### src/rtl/hazard_scoreboard.sv
// hazard_scoreboard: decode-side hazard and forwarding unit for the in-order MIPS pipeline.
// Tracks in-flight register writes with their age and result latency, plus one outstanding
// multi-cycle (mul/div) destination. From that state it produces per-operand forwarding
// selects, a decode stall and a saturating count of stall cycles.
module hazard_scoreboard #(
  parameter int AW        = 5,
  parameter int NSRC      = 2,
  parameter int DEPTH     = 3,
  parameter int LAT_W     = 2,
  parameter int SEL_W     = 2,
  parameter int FLUSH_AGE = 1,
  parameter int CNT_W     = 16
) (
  input  logic                  clk,
  input  logic                  rst_n,
  input  logic                  issue_valid_i,
  input  logic [NSRC*AW-1:0]    issue_src_i,
  input  logic [NSRC-1:0]       issue_src_used_i,
  input  logic                  issue_we_i,
  input  logic [AW-1:0]         issue_dst_i,
  input  logic [LAT_W-1:0]      issue_lat_i,
  input  logic                  issue_long_i,
  input  logic                  lng_done_i,
  input  logic                  flush_i,
  output logic                  stall_o,
  output logic [NSRC*SEL_W-1:0] fwd_sel_o,
  output logic                  lng_busy_o,
  output logic [CNT_W-1:0]      stall_cnt_o
);

  localparam int NREG = 2 ** AW;

  // Per-register scoreboard; index 0 is never written outside reset, so it never forwards
  logic             pend_q [NREG];
  logic [SEL_W-1:0] age_q  [NREG];
  logic [LAT_W-1:0] lat_q  [NREG];

  // Single outstanding long-latency destination
  logic          lng_v_q;
  logic [AW-1:0] lng_dst_q;

  logic [CNT_W-1:0] stall_cnt_q;

  logic          op_hazard;
  logic [AW-1:0] op_src;
  logic          struct_hazard;
  logic          waw_hazard;
  logic          issue_ok;
  logic [LAT_W-1:0] issue_lat_eff;

  // Operand check: a source waits on the long unit or on a result not yet produced,
  // otherwise it forwards from the stage its producer currently occupies
  always_comb begin
    op_hazard = 1'b0;
    op_src    = '0;
    fwd_sel_o = '0;
    for (int s = 0; s < NSRC; s++) begin
      op_src = issue_src_i[s*AW +: AW];
      if (issue_src_used_i[s] && (op_src != '0)) begin
        if (lng_v_q && (op_src == lng_dst_q)) begin
          op_hazard = 1'b1;
        end else if (pend_q[op_src] && (int'(age_q[op_src]) < int'(lat_q[op_src]))) begin
          op_hazard = 1'b1;
        end else if (pend_q[op_src]) begin
          fwd_sel_o[s*SEL_W +: SEL_W] = age_q[op_src];
        end
      end
    end
  end

  // The long unit is single-slot, and a write to its pending destination would race it
  assign struct_hazard = issue_long_i & lng_v_q;
  assign waw_hazard    = issue_we_i & lng_v_q & (issue_dst_i == lng_dst_q);
  assign stall_o       = issue_valid_i & (op_hazard | struct_hazard | waw_hazard);

  assign issue_ok      = issue_valid_i & ~stall_o & ~flush_i & issue_we_i & (issue_dst_i != '0);
  assign issue_lat_eff = (issue_lat_i == '0) ? LAT_W'(1) : issue_lat_i;

  // Scoreboard update: a new writer replaces the entry, otherwise entries age, die at
  // writeback, or are killed by a flush while still young
  always_ff @(posedge clk or negedge rst_n) begin
    if (!rst_n) begin
      for (int r = 0; r < NREG; r++) begin
        pend_q[r] <= 1'b0;
        age_q[r]  <= '0;
        lat_q[r]  <= '0;
      end
    end else begin
      for (int r = 1; r < NREG; r++) begin
        if (issue_ok && !issue_long_i && (issue_dst_i == AW'(r))) begin
          pend_q[r] <= 1'b1;
          age_q[r]  <= SEL_W'(1);
          lat_q[r]  <= issue_lat_eff;
        end else if (pend_q[r]) begin
          if (flush_i && (int'(age_q[r]) <= FLUSH_AGE)) begin
            pend_q[r] <= 1'b0;
          end else if (int'(age_q[r]) >= DEPTH) begin
            pend_q[r] <= 1'b0;
          end else begin
            age_q[r] <= age_q[r] + 1'b1;
          end
        end
      end
    end
  end

  // Long slot: set on an accepted long issue, released when the unit writes back
  always_ff @(posedge clk or negedge rst_n) begin
    if (!rst_n) begin
      lng_v_q   <= 1'b0;
      lng_dst_q <= '0;
    end else if (issue_ok && issue_long_i) begin
      lng_v_q   <= 1'b1;
      lng_dst_q <= issue_dst_i;
    end else if (lng_done_i) begin
      lng_v_q   <= 1'b0;
    end
  end

  // Saturating stall-cycle counter
  always_ff @(posedge clk or negedge rst_n) begin
    if (!rst_n) begin
      stall_cnt_q <= '0;
    end else if (stall_o && !(&stall_cnt_q)) begin
      stall_cnt_q <= stall_cnt_q + 1'b1;
    end
  end

  assign lng_busy_o  = lng_v_q;
  assign stall_cnt_o = stall_cnt_q;

endmodule

### config.mk
export PLATFORM = sky130hd
export DESIGN_NAME = hazard_scoreboard
export DESIGN_NICKNAME = d
export VERILOG_FILES = /design/src/rtl/hazard_scoreboard.sv
export SDC_FILE = /design/constraint.sdc
export NUM_CORES = 1
export LEC_CHECK = 0
export ABC_AREA = 1
export CAP_MARGIN = 20
export CORE_MARGIN = 4
export CORE_UTILIZATION = 55
export DETAILED_ROUTE_END_ITERATION = 6
export GPL_TIMING_DRIVEN = 0
export HOLD_SLACK_MARGIN = 0.02
export PLACE_DENSITY = 0.72
export RECOVER_POWER = 25
export SLEW_MARGIN = 20
export SYNTH_ARGS = -nofsm -noshare
export SYNTH_HDL_FRONTEND = slang
export SYNTH_SLANG_ARGS = --single-unit
export TNS_END_PERCENT = 1
### constraint.sdc
create_clock -name clk -period 3.71 [get_ports clk]
set_clock_uncertainty 0.15 [all_clocks]
set_input_delay 0.371 -clock clk [delete_from_list [all_inputs] [get_ports clk]]
set_output_delay 0.371 -clock clk [all_outputs]
set_load 0.05 [all_outputs]
== Word level (Yosys, flattened, before mapping) ==
Cells that the tools add are included.

* Register bits after elaboration: 177
* Output and inout bits: 22
* Logic and storage cells: 728

* $add $sub $neg: 32
* Magnitude comparators: 66
* Equality and inequality tests: 96
* Muxes and demuxes: 283
* Bitwise gates (word level): 14
* Reduce and logical (&&, ||, !) cells: 141

{| class="wikitable"
|+ Operator list
! kind !! number
|-
| two-way mux 2 bit || 141
|-
| two-way mux 1 bit || 136
|-
| inequality test 2 bit, second input constant || 62
|-
| AND reduction 3 bit || 31
|-
| == test 5 bit, second input constant || 16
|-
| logical AND 1 bit || 71
|-
| nonzero test 2 bit || 32
|-
| adder 2 x 1 -> 2 bit, second input constant || 31
|-
| >= comparator 2 bit, second input constant || 31
|-
| <= comparator 2 x 1 -> 1 bit, second input constant || 31
|-
| binary-select mux 2 bit (select 5 bit) || 4
|-
| == test 5 x 4 -> 1 bit, second input constant || 8
|-
| == test 5 x 3 -> 1 bit, second input constant || 4
|-
| adder 16 x 1 -> 16 bit, second input constant || 1
|-
| AND reduction 16 bit || 1
|-
| == test 5 bit || 3
|-
| nonzero test 5 bit || 3
|-
| >= comparator 6 bit, second input constant || 2
|-
| inverter 5 -> 6 bit || 2
|-
| binary-select mux 1 bit (select 5 bit) || 2
|-
| == test 5 x 2 -> 1 bit, second input constant || 2
|-
| bitwise AND 1 bit || 8
|-
| == test 5 x 1 -> 1 bit, second input constant || 1
|-
| < comparator 2 bit || 2
|-
| other kinds (4) || 7
|}

== Longest topological paths before layout ==
Gate-level depths: netlist (run 1).

* Depth in word-level cells: 24
* Depth in mapped cells: 24

== Worst setup path after synthesis (run 1) ==
OpenSTA, ideal clock, no wires.

* Path type: input-to-output
* From: input issue_src_i[0]
* To: output fwd_sel_o[1]
* Arrival: 3.868 ns
* Setup slack: -0.679 ns
* Stages: 15
* Path buffers: 4
* Cells stage by stage: buf_6 -> inv_6 -> buf_6 -> buf_2 -> clkbuf_1 -> nor2_1 -> o221ai_1 -> o21ai_0 -> a221oi_1 -> o32ai_1 -> ha_1 -> nand2_1 -> nand2_1 -> nand2_2 -> nor4b_1

* Word-level cells in the longest chain between the ends: 9
* Elaborated cells on any way between the ends: 20
* Those cells by class: order compare: 1; eq/ne: 1; mux: 13; bitwise: 1; reduce/logical: 4

{| class="wikitable"
|+ RTL lines
! what !! line !! source
|-
| start: declaration || 17 || <nowiki>input logic [NSRC*AW-1:0] issue_src_i,</nowiki>
|-
| inverter 5 -> 6 bit (not written as such) || 62, 64, 65 ||
|-
| binary-select mux 2 bit (select 5 bit), on equally long branches || 62, 65 ||
|-
| two-way mux 2 bit, on equally long branches (2 in series) || 62, 65 ||
|-
| < comparator 2 bit || 62 || <nowiki>end else if (pend_q[op_src] && (int'(age_q[op_src]) < int'(lat_q[op_src]))) begin</nowiki>
|-
| logical AND 1 bit || 62 ||
|-
| two-way mux 2 bit || 62 ||
|-
| two-way mux 2 bit || 60 || <nowiki>if (lng_v_q && (op_src == lng_dst_q)) begin</nowiki>
|-
| two-way mux 2 bit * || 59 || <nowiki>if (issue_src_used_i[s] && (op_src != '0)) begin</nowiki>
|-
| end: declaration || 26 || <nowiki>output logic [NSRC*SEL_W-1:0] fwd_sel_o,</nowiki>
|}

Mark *: on every way between the ends. The rest lies on a longest branch, timed or not. The select of a mux whose other input is x is not followed.

== Final worst setup path (run 1) ==
Ends and elaborated chain as after synthesis.

==> results.yml, run 1 <==
global_routing:
  grt_pass1_vias: 12700
  grt_usage_pct: 37.6
  grt_pass1_wl_um: 75500
  grt_max_degree: 94
  overflow: 0
  grt_antenna_before_repair: 0
floorplan:
  dieArea_um2: 26500
  placementRows: 56
  io_pins: 48
  die_x_um: 163
  initial_core_util_pct: 56.1
  dieHeight_um: 163
  core-area_um2: 23500
logic_synthesis:
  synthDistinctLibCells: 49
  syn-num-nets: 1908
  post-synth-top-count-cell: "nand2_1"
  ys_ff_latch: 177
  netlist_area_um2: 13200
  synth_top_cell_by_area: "dfrtp_1"
  synthTopCellsByArea: "dfrtp_1 (34%), nand2_1 (15%), ha_1 (6.2%)"
  syn_area_per_cell_um2: 7.24
  netlist_instances: 1817
  synth_top_cell_area_share_pct: 33.7
  synth_common_cells: "nand2_1 (539), inv_1 (189), dfrtp_1 (177), nand3_1 (142), nor2_1 (137)"
  async_flop_share_pct: 100
  synth_seq_area_share_pct: 33.7
  synth-edff-count: 0
  ys_warn_count: 5
  synthFlopType: "dfrtp_1"
timing:
  tightest_slew_ps: 2190
  max_freq_mhz: 269
  finalSetupViolCount: 1
  final.setup.worst_slack_ps: -6.81
  rsz0062_at_grt: "yes"
  min_period_ps: 3720
  max_slew_margin_pct: -45.9
  hold_slack_ps: 320
  hold_viol: 0
  timing.final.crit_share_pct: 100
  drv_slew: 86
  tns_ps: -6.81
power:
  p_leak_nw: 7.44
  p_per_area_nw_per_um2: 428
  peakVddDrop_uv: 357
  total_power_w: 0.00631
cts:
  htreeDepth: 4
  cts_max_path_buffers: 2
  cts-root-buf: "clkbuf_16"
  cts_tree: "built"
  cts_buffers: 17
  cts.sinks: 177
  clk_pin_slew_ps: 70
  clock_latency_ps: 450
place:
  port_buffers: 39
  place_congestion: 1.04
  dp.final_hpwl_um: 36600
layout:
  syn2layout_area_growth_pct: 12.0
  layout-drive-gt1-share_pct: 9.26
  diodes: 0
  nNetsFinal: 1969
drt:
  wl_per_cell_um: 22.4
  vias_per_cell: 6.08
  vias: 13400
  antenna_left: 0
  drc: 1
  drtIter0Drc: 1965
  firstDrtPassIters: 7
  wirelength_um: 49500
worst_setup_path:
  crit_path_start_kind: "input pin"
  r2r_cells: 16
  critPathCaptureType: "output pin"
  path_class: "input pin to output pin"
  required_ps: 3190
  worst-path-max-fanout: 10
  arrival_ps: 3200
status:
  status: "complete, but fails checks"
  violations: "design-rule violations, max-capacitance violations, max-slew violations, negative setup slack"
hold_path:
  hp-class: "input pin to flip-flop"
  hold_path_depth: 2
job:
  cap_violations: 1
registers in the layout (all words and copies together) (netlist names):
register and cells:
age_q 62, lat_q 62, lng_busy_o 1, lng_dst_q 5, pend_q 31, stall_cnt_o 16
layout by cell type (no fill, tap or decap), types with 30 or more instances in the layout:
master / synthesis / final
a21oi_1: 105 / 105
clkdlybuf4s50_1: 0 / 30
dfrtp_1: 177 / 177
ha_1: 65 / 65
inv_1: 189 / 187
nand2_1: 539 / 537
nand3_1: 142 / 141
nand4_1: 67 / 67
nand4_4: 30 / 30
nor2_1: 137 / 134
o211ai_1: 33 / 33
o21ai_0: 101 / 97
xor2_1: 37 / 37
per-layer routing:
metal  GRT usage, %  routed length, um  vias to the layer above  share of wire (%)
met3           7.19               5320                      190                 11
met4           16.3               2670                        0                5.4
met1           51.1              19700                     6232                 40
li1               -                  -                     6129                  -
met2           58.9              21700                      873                 44
met5              0                  0                        -                  0
timing repair:
item	in CTS	in global routing
setup buffers	3	3
pin swaps	1	2
hold endpoints to repair	84	0
hold buffers	1	0
gates resized for setup	78	25
setup endpoints to repair	182	5
final cells by class:
class	count	area [um^2]
Buffer	94	657
Clock buffer	18	439
Clock inverter	12	149
Fill cell	2169	8730
Inverter	197	761
Multi-Input combinational cell	1344	7450
Sequential cell	177	4430
Tap cell	319	399
Timing Repair Buffer	47	455
power by group:
group,internal [W],switching (W)
registers,0.00219,0.000334
clock network,0.00102,0.000874
logic,0.000628,0.00126
total,0.00384,0.00247
critical path: stages:
cell and delay, ps:
buf_6 170, buf_6 190, clkbuf_8 220, o21ai_0 110, o221ai_1 230, o21ai_1 140
a221oi_2 380, o32ai_2 180, ha_1 310, nand2_1 50, nand2_1 70, nand2_2 80
nor4b_2 410, buf_4 280
stage by stage:
step                cells  setup slack (ps)  util [%]  cell area (um^2)
finish               2208             -6.81      62.8             14700
global route         2208             -41.4      62.8             14700
CTS                  2207             -73.4      62.7             14700
detailed placement   2176             -1550      59.6             14000
global placement     2175             -5450      59.5             14000
floorplan            1817              -480         -             13200
cell families after synthesis:
kind of cell    after synthesis  synth area share [%]
flops                       177                  33.7
xor+xnor                     41                  2.73
buf+inv                     296                  10.3
fa+ha+maj                    65                  6.18
compound gates              296                  13.0
mux                           1                0.0761
simple gates                941                  34.1
worst paths after layout:
check                                       from                      to  slack (ps)
max in group asynchronous                  rst_n   age_q[38]$_DFFE_PN0P_         680
min in group asynchronous                  rst_n   age_q[58]$_DFFE_PN0P_         910
setup / recovery                  issue_src_i[0]            fwd_sel_o[1]          -7
hold / removal                        lng_done_i  lng_busy_o$_DFFE_PN0P_         320
hold reg to reg            lat_q[56]$_DFFE_PN0P_   lat_q[56]$_DFFE_PN0P_         320
setup reg to reg           age_q[57]$_DFFE_PN0P_   lat_q[61]$_DFFE_PN0P_         410
(Power assumes the default switching activity.)
==> run 2, diff against run 1 <==
--- a/config.mk
+++ b/config.mk
@@ -7,12 +7,14 @@
 export LEC_CHECK = 0
 export ABC_AREA = 1
 export CAP_MARGIN = 20
+export CELL_PAD_IN_SITES_DETAIL_PLACEMENT = 0
+export CELL_PAD_IN_SITES_GLOBAL_PLACEMENT = 1
 export CORE_MARGIN = 4
-export CORE_UTILIZATION = 55
+export CORE_UTILIZATION = 42
 export DETAILED_ROUTE_END_ITERATION = 6
 export GPL_TIMING_DRIVEN = 0
 export HOLD_SLACK_MARGIN = 0.02
-export PLACE_DENSITY = 0.72
+export PLACE_DENSITY = 0.77
 export RECOVER_POWER = 25
 export SLEW_MARGIN = 20
 export SYNTH_ARGS = -nofsm -noshare
==> constraint.sdc (replaced) <==
create_clock -name clk -period 3.3 [get_ports clk]
set_clock_uncertainty 0.15 [all_clocks]
set_input_delay 0.33 -clock clk [delete_from_list [all_inputs] [get_ports clk]]
set_output_delay 0.33 -clock clk [all_outputs]
set_load 0.05 [all_outputs]
==> results.yml, run 2 (synthesis results as in run 1) <==
hold_path:
  hp-class: "input pin to flip-flop"
  hold_path_depth: 2
worst_setup_path:
  cp_top_family: "buffers and inverters"
  worstPathCellList: "clkdlybuf4s15_1 > inv_1 > nand2_2 > clkinvlp_4 > nand2_1 > a211oi_1 > a221oi_2 > o32ai_4 > ha_1 > nand2_1 > nand2_2 > nand2_4 > nor4b_4 > buf_6"
  crit_path_start_kind: "input pin"
  slowest_delay_ps: 350
  arrival_ps: 2890
  path_class: "input pin to output pin"
  required_ps: 2820
  critPathCaptureType: "output pin"
  critical_path_buf_inv_count: 4
  cp_num_cells: 14
  r2r_cells: 15
  slowest_stage: "nor4b_4"
  worst-path-max-fanout: 4
layout:
  reg_top3: "age_q x62, lat_q x62, pend_q x31"
  nNetsFinal: 1993
  layout-drive-gt1-share_pct: 13.1
  fin_util_pct: 50.2
  final_cells: 2312
  final_cell_mix: "nand2_1 (530), dfrtp_1 (170), inv_1 (169)"
  layout_commonest_cell: "nand2_1"
  syn2layout_area_growth_pct: 17.3
timing:
  max_freq_mhz: 297
  min_period_ps: 3370
  rsz0062_at_grt: "yes"
  hold_slack_ps: 272
  timing.final.crit_share_pct: 102
  max_slew_margin_pct: -0.0230
  hold_viol: 0
  finalSetupViolCount: 4
  tns_ps: -168
  tightest_slew_ps: 1500
  final.setup.worst_slack_ps: -69.2
  drv_slew: 14
floorplan:
  core-area_um2: 30700
  dieHeight_um: 185
  die_x_um: 185
  initial_core_util_pct: 42.8
  dieArea_um2: 34200
  placementRows: 64
  io_pins: 48
place:
  placed_cells: 2254
  dp.final_hpwl_um: 39200
  port_buffers: 39
  place_congestion: 1.06
  dp_slack_ps: -2110
power:
  p_leak_nw: 7.65
  combPwrFrac_pct: 31.7
  p_sw_w: 0.00290
  peakVddDrop_uv: 398
  p_per_area_nw_per_um2: 473
  p_int_w: 0.00441
  seqPwrFrac_pct: 39.0
  netSwitchingFraction_pct: 39.6
  pwr-share-clk_pct: 29.3
drt:
  drtIter0Drc: 1246
  vias_per_cell: 5.72
  antenna_left: 0
  vias: 13200
  wirelength_um: 53300
  firstDrtPassIters: 6
  wl_per_cell_um: 23.0
  drc: 0
job:
  cap_violations: 1
global_routing:
  grt_pass1_vias: 12700
  grt_max_degree: 75
  overflow: 0
  grt_pass1_wl_um: 79500
  grt_antenna_before_repair: 0
  grt_usage_pct: 31.2
cts:
  cts_max_path_buffers: 2
  clk_pin_slew_ps: 80
  clock_latency_ps: 460
  cts-root-buf: "clkbuf_16"
  cts.sinks: 177
  htreeDepth: 4
  cts_buffers: 17
  cts_tree: "built"
status:
  violations: "max-capacitance violations, max-slew violations, negative setup slack"
  status: "complete, but fails checks"
-- run 2: what timing repair did --
item                                    CTS  global route
endpoints found under the hold margin    54             0
pin swaps                                18            27
resized for setup                       155            56
setup buffers                            16            10
cloned                                    0             2
hold buffers                              1             0
endpoints found under the setup margin  182            21
-- run 2: final cells by class --
cell class              instances  area [um^2]
fillers                      3130        15300
repair buffers                 70          697
diodes                          1         2.50
multi-input cells            1344         7600
clock inverters                13          143
inverters                     197          763
plain buffers                  95          848
clock buffers                  19          453
flip-flops and latches        177         4440
well taps                     396          495
-- run 2: worst register-to-register path: cells and delay by family, from the launching register on --
kind	cells	cell delay [ps]
flops	1	410
fa+ha+maj	1	300
simple gates	10	1470
compound gates	4	830
-- run 2: final timing paths --
| check | end | startpoint | slack [ps] |
|---|---|---|---|
| min in group asynchronous | age_q[30]$_DFFE_PN0P_ | rst_n | 620 |
| max in group asynchronous | age_q[47]$_DFFE_PN0P_ | rst_n | 1000 |
| worst max-delay path | fwd_sel_o[1] | issue_src_i[3] | -70 |
| worst min register to register | lat_q[18]$_DFFE_PN0P_ | lat_q[18]$_DFFE_PN0P_ | 330 |
| worst min-delay path | lng_busy_o$_DFFE_PN0P_ | lng_done_i | 270 |
| worst max register to register | lat_q[61]$_DFFE_PN0P_ | lat_q[33]$_DFFE_PN0P_ | 30 |
-- run 2: routing by layer --
| metal | routed length (um) | global-route usage (%) | up-vias |
|---|---|---|---|
| met5 | 0 | 0 | - |
| met4 | 2380 | 12.4 | 0 |
| li1 | - | - | 6193 |
| met2 | 23700 | 49.3 | 583 |
| met3 | 4140 | 6.19 | 126 |
| met1 | 23000 | 42.2 | 6326 |
-- run 2: power by group through the flow --
stage	combinational, W	sequential [W]	clock [W]
3_5_place_dp	0.00207	0.00287	0
4_1_cts	0.00218	0.00284	0.00218
2_1_floorplan	0.00140	0.00280	0
5_1_grt	0.00258	0.00289	0.00226
6_report	0.00232	0.00285	0.00214
3_3_place_gp	0.00204	0.00287	0
-- run 2: through the flow --
stage          area [um^2]  total power [W]
6_report             15400          0.00731
5_1_grt              15400          0.00772
4_1_cts              15200          0.00720
3_5_place_dp         14100          0.00494
3_3_place_gp         14100          0.00490
2_1_floorplan        13200          0.00420
